## config.mk

```make
export PLATFORM = sky130hd
export DESIGN_NAME = async_link_arb
export DESIGN_NICKNAME = d
export VERILOG_FILES = /design/src/rtl/async_pkg.sv /design/src/rtl/sync_2ff.sv /design/src/rtl/async_link_arb.sv
export SDC_FILE = /design/constraint.sdc
export NUM_CORES = 1
export LEC_CHECK = 0
export BUFFER_PORTS_ARGS = -buffer_cell sky130_fd_sc_hd__buf_2
export CAP_MARGIN = 5
export CORE_ASPECT_RATIO = 1.1
export CORE_MARGIN = 1
export CORE_UTILIZATION = 45
export DETAILED_ROUTE_END_ITERATION = 10
export PLACE_DENSITY = 0.73
export SYNTH_ARGS = -nofsm -noshare
export SYNTH_HDL_FRONTEND = slang
export SYNTH_HIERARCHICAL = 1
export SYNTH_SLANG_ARGS = --single-unit
```

## constraint.sdc

```tcl
create_clock -name clk -period 2.3 [get_ports clk]
set_clock_uncertainty 0.15 [all_clocks]
set_input_delay 0.115 -clock clk [delete_from_list [all_inputs] [get_ports clk]]
set_output_delay 0.115 -clock clk [all_outputs]
set_load 0.03 [all_outputs]
```

## src/rtl/async_pkg.sv

```systemverilog
// Shared constants and FSM state type for the async link arbiter.
// Rail indices select the true/false wire of each dual-rail bit.
`timescale 1ns/1ps
package async_pkg;

  localparam int RAIL_NUM = 2;
  localparam int RAIL_T   = 1;
  localparam int RAIL_F   = 0;

  typedef enum logic [1:0] {
    IDLE,
    SEND,
    WAIT
  } state_t;

endpackage

```

## src/rtl/sync_2ff.sv

```systemverilog
// Two-flop synchronizer for the asynchronous two-phase ack.
// Both flops clear on the synchronous reset.
`timescale 1ns/1ps
module sync_2ff (
  input  logic clk,
  input  logic rst,
  input  logic d,
  output logic q
);

  logic meta;

  // Shift the async level through two flops.
  always_ff @(posedge clk) begin
    if (rst) begin
      meta <= 1'b0;
      q    <= 1'b0;
    end else begin
      meta <= d;
      q    <= meta;
    end
  end

endmodule

```

## src/rtl/async_link_arb.sv

```systemverilog
// Round-robin arbiter driving a dual-rail two-phase async link.
// Optional ack watchdog: define ASYNC_LINK_ARB_TIMEOUT_EN.
`timescale 1ns/1ps
import async_pkg::*;

module async_link_arb #(
  parameter int WIDTH   = 8,
  parameter int NUM_REQ = 4,
  parameter int TIMEOUT = 255,
  localparam int GW = (NUM_REQ > 1) ? $clog2(NUM_REQ) : 1
) (
  input  logic                                clk,
  input  logic                                rst,
  input  logic [NUM_REQ-1:0]                  req_valid,
  input  logic [NUM_REQ-1:0][WIDTH-1:0]       req_data,
  output logic [NUM_REQ-1:0]                  req_ready,
  output logic [WIDTH-1:0][RAIL_NUM-1:0]      out,
  input  logic                                ack_i,
  output logic                                busy,
  output logic [GW-1:0]                       grant_id,
  output logic                                err
);

  state_t           state;
  state_t           state_nx;
  logic [GW-1:0]    last_grant;
  logic [GW-1:0]    pick;
  logic [GW-1:0]    pick_hi;
  logic [GW-1:0]    pick_lo;
  logic             hit_hi;
  logic             hit_lo;
  logic             hit;
  logic [WIDTH-1:0] data_q;
  logic             phase;
  logic             ack_s;
  logic             ack_off;
  logic             ack_hit;

  sync_2ff u_sync (
    .clk (clk),
    .rst (rst),
    .d   (ack_i),
    .q   (ack_s)
  );

  // ack_off absorbs toggles seen in IDLE so a stray
  // ack can never satisfy the next token's wait.
  assign ack_hit = ((ack_s ^ ack_off) == phase);
  assign busy    = (state != IDLE);

  // Round-robin pick: lowest index above last_grant,
  // else wrap to the lowest valid index.
  always_comb begin
    pick_hi = '0;
    pick_lo = '0;
    hit_hi  = 1'b0;
    hit_lo  = 1'b0;
    for (int i = NUM_REQ - 1; i >= 0; i--) begin
      if (req_valid[i]) begin
        if (GW'(i) > last_grant) begin
          pick_hi = GW'(i);
          hit_hi  = 1'b1;
        end else begin
          pick_lo = GW'(i);
          hit_lo  = 1'b1;
        end
      end
    end
    pick = hit_hi ? pick_hi : pick_lo;
    hit  = hit_hi | hit_lo;
  end

  // FSM state register.
  always_ff @(posedge clk) begin
    if (rst) state <= IDLE;
    else     state <= state_nx;
  end

  // Next state and the one-hot accept strobe.
  always_comb begin
    state_nx  = state;
    req_ready = '0;
    unique case (state)
      IDLE: begin
        if (hit && !rst) begin
          req_ready[pick] = 1'b1;
          state_nx        = SEND;
        end
      end
      SEND:    state_nx = WAIT;
      WAIT:    if (ack_hit) state_nx = IDLE;
      default: state_nx = IDLE;
    endcase
  end

  // Latch the winner and toggle one rail per bit.
  always_ff @(posedge clk) begin
    if (rst) begin
      last_grant <= GW'(NUM_REQ - 1);
      grant_id   <= '0;
      data_q     <= '0;
      out        <= '0;
      phase      <= 1'b0;
      ack_off    <= 1'b0;
    end else begin
      if (state == IDLE) ack_off <= ack_s ^ phase;
      if (|req_ready) begin
        last_grant <= pick;
        grant_id   <= pick;
        data_q     <= req_data[pick];
      end
      if (state == SEND) begin
        phase <= ~phase;
        for (int i = 0; i < WIDTH; i++) begin
          out[i][RAIL_T] <= out[i][RAIL_T] ^ data_q[i];
          out[i][RAIL_F] <= out[i][RAIL_F] ^ ~data_q[i];
        end
      end
    end
  end

`ifdef ASYNC_LINK_ARB_TIMEOUT_EN
  localparam int CW = $clog2(TIMEOUT + 1);

  logic [CW-1:0] wait_cnt;

  // Ack watchdog: sticky err after TIMEOUT WAIT cycles.
  always_ff @(posedge clk) begin
    if (rst) begin
      wait_cnt <= '0;
      err      <= 1'b0;
    end else if (state == SEND) begin
      wait_cnt <= '0;
    end else if (state == WAIT) begin
      if (wait_cnt != CW'(TIMEOUT))
        wait_cnt <= wait_cnt + 1'b1;
      if (wait_cnt == CW'(TIMEOUT - 1))
        err <= 1'b1;
    end
  end
`else
  logic timeout_unused;

  assign timeout_unused = (TIMEOUT != 0);
  assign err            = 1'b0;
`endif

endmodule

```

==> results.md <==
- Post-CTS sizing: 0
- Unique masters post-synth: 41
- Hold path cells: 3
- Antenna violations before repair: 0
- Vias: 1,686
- Period Utilization, post-route: about nine tenths
- GR met3 Demand/Resource: under 10%
- Post-DR wirelength/cell: ~14 µm
- Largest cells by area after synthesis: dfxtp_1, a21oi_1, nor2_1
- Int Pwr: roughly 1.1 mW
- Leading area contributor after synthesis: dfxtp_1
- Post-synthesis sequential area ratio: roughly two fifths
- Fmax: about 480 MHz
- Busiest grt layer: met2
- Actual slew at the worst max-slew pin: between 0.6 and 0.7 ns
- Max Cap Violations: 0
- Sw Ratio: between 30% and 40%
- CTS root buf: clkbuf_8
- Critical path arrival: 1.81 ns
- Global Route Usage Sum: a little under a quarter
- GR Overflow Total: 0
- Worst r2r path cells: 4
- WHS: around 0.032 ns
- Clk slew on worst S/H paths: about 0.070 ns
- Slowest Stage Delay on Critical Path: 0.33 ns
- Dominant synthesized flop cell: dfxtp_1
- Max-slew violations: 0
- TritonCTS Buffers: 5
- # IOs: between 60 and 70
- Port bufs: just over 60
- Clock share of power: 25.9%
- Post-Route WL: around 4.4 mm
- Layout cells sized above 1: 29.1%
- Yosys warns: 6
- Pre-CTS WS: roughly 0.54 ns
- CP Cell Sequence: or2_1 -> a21o_1 -> nor2_4 -> o2111a_1 -> buf_2
- Die area: 4210 µm²
- Met2 usage: 35.1%
- First-pass GRT wire length: 7.07 mm
- Finish-stage setup viols: 0
- Final hold violations: 0
- Status: complete, no violations
- Worst hold path class: in2reg
- Vias per cell: approximately 5.4
- Syn-to-layout area delta: 23.2%
- Syn Inst Count: a little over 200
- CP Data Required Time: between 2 and 2.5 ns
- Die H: 67.9 µm
- Post-route DRC: 0
- Setup slack, reg-to-reg: around 0.55 ns
- Row cnt: 23
- ANT nets after route: 0
- Htree depth: 2
- Mapped Nets: 245
- Die extent in x: 61.9 µm
- Final TNS setup: 0 ns
- Synthesized area: 1780 µm²
- CTS Buffer Depth: 2
- Share of power burned in registers: a little over two fifths
- Initial Utilization: between 40% and 50%
- Placer Congestion: just over 0.8
- Yosys top cell area share: a little under two fifths
- Largest fanout on the critical path: 10
- Flip-flop and latch count after synthesis: 34
- Unrepaired setup endpoints after global routing: false
- Critical R2R Launch: last_grant[0]
- Crit Path Class: reg2out
- Hold Path End: data_q[5]
- Worst Slack Setup Final: 0.225 ns
- Ys async rst share: 0%
- Clock sinks: 34
- Final #Nets: a little over 300
- Type of origin of the critical path: flop
- IR drop worst, VDD: between 0.3 and 0.4 mV
- Min cycle time layout: between 2 and 2.5 ns
- CTS tree: built
- Leakage: roughly 0.96 nW
- Pwr per Cell Area: about 760 nW/µm²
- Combinational power share: 30.2%
- Post-synth EDFFs: 0
- Reg2reg end: data_q[2]
- Initial DRC Count: ~110
- Largest net degree at the start of global routing: 20
- Vias in the first global route: between 1,000 and 1,500
- ANT cells: 0
- Core area: 3710 µm²
- Switching pwr: between 0.5 and 0.6 mW
- Fill cell count: 363
- Critical Path Start: state[0]
- CP max-delay cell: dfxtp_1
- Min-delay src: req_data[21]
- Synth Area per Inst: between 8 and 9 µm²
- Detailed placer's ending HPWL: roughly 3.1 mm
- Worst setup EP type: primary output
- Relative slew slack: around 54%
- Clock Latency Late Sink: ~0.28 ns
- First-pass DRT Iterations: 4
- Met1 usage: a little under a third
-- metrics by stage --
stage | cells | utilization [%] | instance area [µm²] | total power, mW
floorplan | 206 | - | 1780 | 1.14
global placement | 300 | 54.4 | 2020 | 1.22
detailed placement | 300 | 54.4 | 2020 | 1.24
CTS | 315 | 59.0 | 2190 | 1.68
global route | 315 | 59.0 | 2190 | 1.77
finish | 315 | 59.0 | 2190 | 1.67
-- cells by family after synthesis --
| kind of cell | synth area share [%] |
|---|---|
| xor gates and xnor gates | 5.42 |
| and+or+nand+nor | 21.6 |
| buffers and inverters | 8.23 |
| other | 0.211 |
| AOI/OAI and AO/OA | 26.2 |
| DFF | 38.3 |
-- worst max-delay path: cells and delay by family (launching register included) --
kind | cells | cell delay, ns
compound gates | 2 | 0.50
buf+inv | 1 | 0.19
flops | 1 | 0.33
simple gates | 2 | 0.50
-- state kept, by name, summed over array words and instances, names as in the netlist --
signal,cells
ack_off,1
u_sync/q,1
phase,1
data_q,8
u_sync/meta,1
state,2
out,16
grant_id,2
last_grant,2
-- worst max path at each step --
| stage | to | cells past startpoint |
|---|---|---|
| after floorplan | req_ready[0] | 6 |
| after global placement | req_ready[0] | 5 |
| after detailed placement | req_ready[0] | 5 |
| after CTS | req_ready[0] | 5 |
| after global routing | req_ready[0] | 5 |
| final | req_ready[0] | 5 |
-- power by group through the flow --
stage	sequential, mW	combinational, mW	clock [mW]
2_1_floorplan	0.797	0.339	0
3_3_place_gp	0.741	0.484	0
3_5_place_dp	0.746	0.490	0
4_1_cts	0.732	0.504	0.444
5_1_grt	0.748	0.558	0.465
6_report	0.734	0.504	0.432
-- cell type report --
cell class | instances | area, µm² | share of cell area (%)
Multi-Input combinational cell | 151 | 951 | 43.4
Sequential cell | 34 | 681 | 31.1
Tap cell | 50 | 62.6 | 2.86
Clock buffer | 6 | 82.6 | 3.77
Timing Repair Buffer | 71 | 403 | 18.4
Inverter | 3 | 11.3 | 0.514
-- per-layer routing --
| layer | routed length [µm] | up-vias |
|---|---|---|
| met1 | 2040 | 783 |
| met5 | 0 | - |
| met4 | 22 | 0 |
| met2 | 2100 | 55 |
| li1 | - | 846 |
| met3 | 232 | 2 |
-- cell usage in the layout, fill, tap and decap left out, types with 2 or more instances in the layout --
master,instances
nand2_1,8
o21ai_0,17
o21bai_1,2
xor2_1,9
nor2_2,2
nand2b_1,4
a311oi_1,8
and2_1,9
a32oi_1,8
dfxtp_1,34
a211oi_2,2
xnor2_1,2
dlygate4sd3_1,9
inv_1,3
a21oi_1,20
buf_2,61
clkbuf_8,6
nor2_1,23
nor2b_1,5
and3_1,3
nor3_1,5
or3_1,8
-- timing repair --
| action | in CTS | in global routing |
|---|---|---|
| setup buffers | 0 | 0 |
| endpoints found under the setup margin | 0 | 0 |
| hold buffers | 9 | 0 |
| endpoints found under the hold margin | 9 | 0 |
-- Yosys cell counts (3+ instances only) --
cell	instances
dfxtp_1	34
nor2_1	23
a21oi_1	20
o21ai_0	17
and2_1	9
xor2_1	9
a311oi_1	8
a32oi_1	8
nand2_1	8
or3_1	8
clkbuf_1	6
buf_4	5
nor2b_1	5
nor3_1	5
nand2b_1	4
and3_1	3
buf_2	3
inv_1	3
Note: power is estimated with default switching activity, not from simulation.
